`src/rtl/id_ex_stage.sv`:
```
// ID/EX pipeline register feeding the ALU: captures decoded operands/control, forwards
// from EX/MEM and MEM/WB, and flags load-use hazards. Forwarding enabled by ID_EX_FORWARD_EN.
module id_ex_stage #(
    parameter int DATA_W = 32,
    parameter int SEL_W  = 4,
    parameter int REG_AW = 5
) (
    input  logic              clk,
    input  logic              rst,
    input  logic              stall,
    input  logic              flush,
    input  logic              in_valid,
    input  logic [REG_AW-1:0] rs_addr,
    input  logic [REG_AW-1:0] rt_addr,
    input  logic [REG_AW-1:0] rd_addr,
    input  logic [DATA_W-1:0] rs_data,
    input  logic [DATA_W-1:0] rt_data,
    input  logic [15:0]       imm,
    input  logic              alu_src,
    input  logic [SEL_W-1:0]  alu_sel_in,
    input  logic              reg_write_in,
    input  logic              mem_read_in,
    input  logic              mem_write_in,
    input  logic              mem_to_reg_in,
    input  logic [REG_AW-1:0] exmem_rd,
    input  logic              exmem_reg_write,
    input  logic [DATA_W-1:0] exmem_res,
    input  logic [REG_AW-1:0] memwb_rd,
    input  logic              memwb_reg_write,
    input  logic [DATA_W-1:0] memwb_data,
    output logic [DATA_W-1:0] alu_a,
    output logic [DATA_W-1:0] alu_b,
    output logic [SEL_W-1:0]  alu_sel,
    output logic [DATA_W-1:0] store_data,
    output logic [REG_AW-1:0] rd_out,
    output logic              reg_write_out,
    output logic              mem_read_out,
    output logic              mem_write_out,
    output logic              mem_to_reg_out,
    output logic              out_valid,
    output logic              load_use
);

    typedef struct packed {
        logic              valid;
        logic [REG_AW-1:0] rs_addr;
        logic [REG_AW-1:0] rt_addr;
        logic [REG_AW-1:0] rd;
        logic [DATA_W-1:0] rs_data;
        logic [DATA_W-1:0] rt_data;
        logic [15:0]       imm;
        logic              alu_src;
        logic [SEL_W-1:0]  alu_sel;
        logic              reg_write;
        logic              mem_read;
        logic              mem_write;
        logic              mem_to_reg;
    } stage_t;

    stage_t            stage_q;
    stage_t            stage_d;
    logic [DATA_W-1:0] imm_ext_s;
    logic [DATA_W-1:0] fwd_rs_s;
    logic [DATA_W-1:0] fwd_rt_s;
    logic              load_use_s;

    assign imm_ext_s = {{(DATA_W-16){stage_q.imm[15]}}, stage_q.imm};

`ifdef ID_EX_FORWARD_EN
    function automatic logic [DATA_W-1:0] fwd_sel(
        input logic [REG_AW-1:0] src,
        input logic [DATA_W-1:0] stored,
        input logic              ex_we,
        input logic [REG_AW-1:0] ex_rd,
        input logic [DATA_W-1:0] ex_res,
        input logic              wb_we,
        input logic [REG_AW-1:0] wb_rd,
        input logic [DATA_W-1:0] wb_data
    );
        logic [DATA_W-1:0] r;
        if (ex_we && (ex_rd != {REG_AW{1'b0}}) && (ex_rd == src)) begin
            r = ex_res;
        end else if (wb_we && (wb_rd != {REG_AW{1'b0}}) && (wb_rd == src)) begin
            r = wb_data;
        end else begin
            r = stored;
        end
        return r;
    endfunction

    // Operand forwarding and load-use detection
    always_comb begin
        fwd_rs_s = fwd_sel(stage_q.rs_addr, stage_q.rs_data, exmem_reg_write, exmem_rd,
                           exmem_res, memwb_reg_write, memwb_rd, memwb_data);
        fwd_rt_s = fwd_sel(stage_q.rt_addr, stage_q.rt_data, exmem_reg_write, exmem_rd,
                           exmem_res, memwb_reg_write, memwb_rd, memwb_data);
        load_use_s = stage_q.valid && stage_q.mem_read && (stage_q.rd != {REG_AW{1'b0}})
                     && in_valid && ((stage_q.rd == rs_addr) || (stage_q.rd == rt_addr));
    end
`else
    logic unused_s;

    // Without forwarding the stored register data drives the ALU directly
    always_comb begin
        fwd_rs_s   = stage_q.rs_data;
        fwd_rt_s   = stage_q.rt_data;
        load_use_s = 1'b0;
    end

    assign unused_s = ^{exmem_rd, exmem_reg_write, exmem_res, memwb_rd, memwb_reg_write,
                        memwb_data, stage_q.rs_addr, stage_q.rt_addr};
`endif

    // Next-state: flush > stall > load-use bubble > capture
    always_comb begin
        stage_d = stage_q;
        if (flush) begin
            stage_d = '0;
        end else if (stall) begin
            stage_d = stage_q;
        end else if (load_use_s) begin
            stage_d = '0;
        end else begin
            stage_d.valid      = in_valid;
            stage_d.rs_addr    = rs_addr;
            stage_d.rt_addr    = rt_addr;
            stage_d.rd         = rd_addr;
            stage_d.rs_data    = rs_data;
            stage_d.rt_data    = rt_data;
            stage_d.imm        = imm;
            stage_d.alu_src    = alu_src;
            stage_d.alu_sel    = in_valid ? alu_sel_in : {SEL_W{1'b0}};
            stage_d.reg_write  = in_valid & reg_write_in;
            stage_d.mem_read   = in_valid & mem_read_in;
            stage_d.mem_write  = in_valid & mem_write_in;
            stage_d.mem_to_reg = in_valid & mem_to_reg_in;
        end
    end

    // Stage register with synchronous reset
    always_ff @(posedge clk) begin
        if (rst) begin
            stage_q <= '0;
        end else begin
            stage_q <= stage_d;
        end
    end

    assign alu_a          = fwd_rs_s;
    assign alu_b          = stage_q.alu_src ? imm_ext_s : fwd_rt_s;
    assign store_data     = fwd_rt_s;
    assign alu_sel        = stage_q.alu_sel;
    assign rd_out         = stage_q.rd;
    assign reg_write_out  = stage_q.reg_write;
    assign mem_read_out   = stage_q.mem_read;
    assign mem_write_out  = stage_q.mem_write;
    assign mem_to_reg_out = stage_q.mem_to_reg;
    assign out_valid      = stage_q.valid;
    assign load_use       = load_use_s;

endmodule

```
`config.mk`:
```
export PLATFORM = sky130hd
export DESIGN_NAME = id_ex_stage
export DESIGN_NICKNAME = d
export VERILOG_FILES = /design/src/rtl/id_ex_stage.sv
export SDC_FILE = /design/constraint.sdc
export NUM_CORES = 1
export LEC_CHECK = 0
export CORE_ASPECT_RATIO = 1.1
export CORE_UTILIZATION = 25
export DETAILED_ROUTE_END_ITERATION = 8
export PLACE_DENSITY = 0.63
export SLEW_MARGIN = 20
export SYNTH_ARGS = -nofsm -noshare
export SYNTH_HDL_FRONTEND = slang
export SYNTH_SLANG_ARGS = --single-unit
```
`constraint.sdc`:
```
create_clock -name clk -period 1.7 [get_ports clk]
set_clock_uncertainty 0.15 [all_clocks]
set_input_delay 0.255 -clock clk [delete_from_list [all_inputs] [get_ports clk]]
set_output_delay 0.255 -clock clk [all_outputs]
set_load 0.005 [all_outputs]
```
==> summary.txt, run 1 <==
Cells and area
  • Reg area: between 1500 and 2000 um2
  • Layout net count: between 700 and 800
  • Final non-filler cell area: 6580 um2
  • Antenna Cells: 0
  • Layout fillers: 1684
  • Commonest non-fill, non-tap cell in the layout: clkdlybuf4s50_1
  • Layout Cells excl Fill: about 820
  • Multi-input logic area: approximately 1700 um2
  • Layout cells sized above 1: 0.173
  • Most frequent cells in the layout: 174 x clkdlybuf4s50_1, 93 x dfxtp_1, 87 x mux2i_1, 87 x nor2_1, 22 x buf_2
  • Core Util, Final: 0.388
  • Layout area overhead: 52.6%

CTS
  • Clock net sink count: 95
  • TritonCTS clock tree: done
  • Inserted Clock Buffers: 9
  • Worst-Skew Late Latency: 0.34 ns
  • Root Driver: clkbuf_16
  • Clock Path Buffers: 2
  • Clock-pin slew on the worst setup and hold paths: around 0.07 ns
  • Max H-tree Level: 3
  • Cts hold-fix bufs: 0

Setup path
  • Crit-path max FO: 7
  • Setup crit end kind: primary output
  • Crit path kind: flip-flop to primary output
  • Req. time, crit path: 1.29 ns
  • Worst Path Arrival: between 1 and 1.5 ns
  • Startpoint Class: flip-flop

Floorplanning
  • Die area: ~18000 um2
  • Die W: about 130 um
  • Die H: between 100 and 150 um
  • Core area: ~17000 um2
  • Initial Util: 0.254
  • Cell Rows: 50
  • Io pins: 296

Timing
  • Max-slew violations: 0
  • Crit share post-route: 1.08
  • Hold Vio Cnt, Final: 0
  • Max Freq: between 0.5 and 0.6 GHz
  • Final setup violation count: 26
  • Unrepaired setup endpoints after global routing: yes
  • Setup TNS: -1.94 ns
  • Setup WS post-layout: -0.139 ns
  • Post-layout min period: about 1.8 ns

Synth
  • Sequential fraction of the synthesis area: 0.441
  • Count of cell types in the netlist: 15
  • Mapped Area: 4310 um2
  • Synthesized flop and latch total: between 90 and 100
  • Post-Syn Area per Cell: between 9 and 10 um2
  • Syn Nets: around 630
  • Ys Warns: 0
  • Syn Inst Count: approximately 450

Global routing
  • Aggregate global-route resource usage: 0.125
  • Number of global-route vias before repair: 3445
  • Largest net degree at the start of global routing: between 50 and 60
  • First-pass GRT wire length: about 17000 um
  • Total gr overflow: 0
  • Initial antenna violation count: 0

Placed design
  • Final GP Congestion: 0.724
  • DP HPWL: between 7000 and 8000 um
  • Number of port buffers: 208
  • Post-Place Cell Area: a little over 6000 um2
  • Cell count after placement: just under 800

Min path
  • Hold Path Class: input port to flip-flop

Detailed routing
  • Detail Route Antenna Nets: 0
  • DR DRC count: 0
  • DRT Wirelength: around 11000 um
  • Via count: ~3300
  • Drt initial violations: slightly above 80
  • Drt first pass iters: 5
  • Avg WL per Cell: between 10 and 15 um
  • Via density: slightly above 4

Power and ir drop
  • Pwr Density: 789 nW/um2
  • Lkg Pwr: roughly 0.0028 uW
  • Overall power: 5190 uW
  • Max VDD drop: between 300 and 400 uV

Outcome
  • Status: complete, but fails checks
  • Violated checks: negative setup slack

Run
  • Max Cap Viol: 0
## sequential cells by signal (all words and copies together) (netlist names)
register,flops
alu_a,32
store_data,32
imm_ext_s,16
rd_out,5
alu_sel,4
mem_read_out,1
mem_to_reg_out,1
mem_write_out,1
out_valid,1
reg_write_out,1
stage_q,1
## cells in the mapped netlist, drive strengths merged
cell    count  area (um2)
dfxtp      95        1900
nand2       9        33.8
conb        1        3.75
or2         1        6.26
clkbuf      6        22.5
nand3b      8        60.1
a21oi       8        40.0
mux2       15         169
mux2i      87         871
buf        97         728
o21ai      17        85.1
nor2       87         327
inv        17        63.8
## metrics by stage
stage	hold WS, ns	setup WS [ns]
floorplan	0.249	0.300
global placement	0.299	-0.185
detailed placement	0.303	-0.175
CTS	0.173	-0.233
global route	0.191	-0.209
finish	0.182	-0.139
## path summary, 6_finish.rpt
kind | depth (start not counted) | slack [ns] | endpoint | start
max | 7 | -0.14 | alu_b[16] | stage_q[8]
min | 3 | 0.18 | rd_out[1] | stall
max reg2reg | 4 | 0.63 | stage_q[8] | stage_q[8]
min reg2reg | 2 | 0.31 | mem_write_out | mem_write_out
## repair_timing
item                       in CTS  in global routing
resized for setup             169                 24
pin swaps                       1                  2
setup endpoints to repair      33                 32
cloned                          2                  0
buffers inserted               10                  2
## final cells by class
type / instances / area share
well taps: 234 / 0.0445
multi-input cells: 233 / 0.258
clock inverters: 4 / 0.00798
clock buffers: 12 / 0.0405
repair buffers: 229 / 0.349
inverters: 17 / 0.00970
flip-flops and latches: 95 / 0.290
## metal layers
metal  global-route usage  vias up  wire length, um
li1                     -     1644                -
met1                0.133     1528             4480
met2                0.223      134             5430
met3               0.0477       11              851
met4               0.0445        0              143
met5                    0        -                0
## cells by family after synthesis
kind of cell,count (synthesis),share of synthesized area
mux,102,0.241
simple gates,105,0.0990
buf+inv,120,0.189
compound gates,25,0.0290
flops,95,0.441
other cells,1,0.000870
## critical path: stages (launching register included)
cell and delay [ns]:
dfxtp_4 0.38, buf_12 0.11, buf_8 0.11, nand2_8 0.07, buf_16 0.15, buf_4 0.13, o21ai_2 0.04, buf_2 0.12
## power by group
group / internal (uW) / switching [uW]
Combinational: 487 / 262
Sequential: 2300 / 44.4
Clock: 1260 / 844
Total: 4040 / 1150
Power figures use the tool's default switching activity.
==> inputs of run 2 (changes only) <==
--- a/config.mk
+++ b/config.mk
@@ -7,6 +7,7 @@
 export LEC_CHECK = 0
 export CORE_ASPECT_RATIO = 1.1
 export CORE_UTILIZATION = 25
+export CTS_CLUSTER_DIAMETER = 30
 export DETAILED_ROUTE_END_ITERATION = 8
 export PLACE_DENSITY = 0.63
 export SLEW_MARGIN = 20
==> results of run 2 <==
The final DEF is identical to that of run 1; final timing and power are the same.
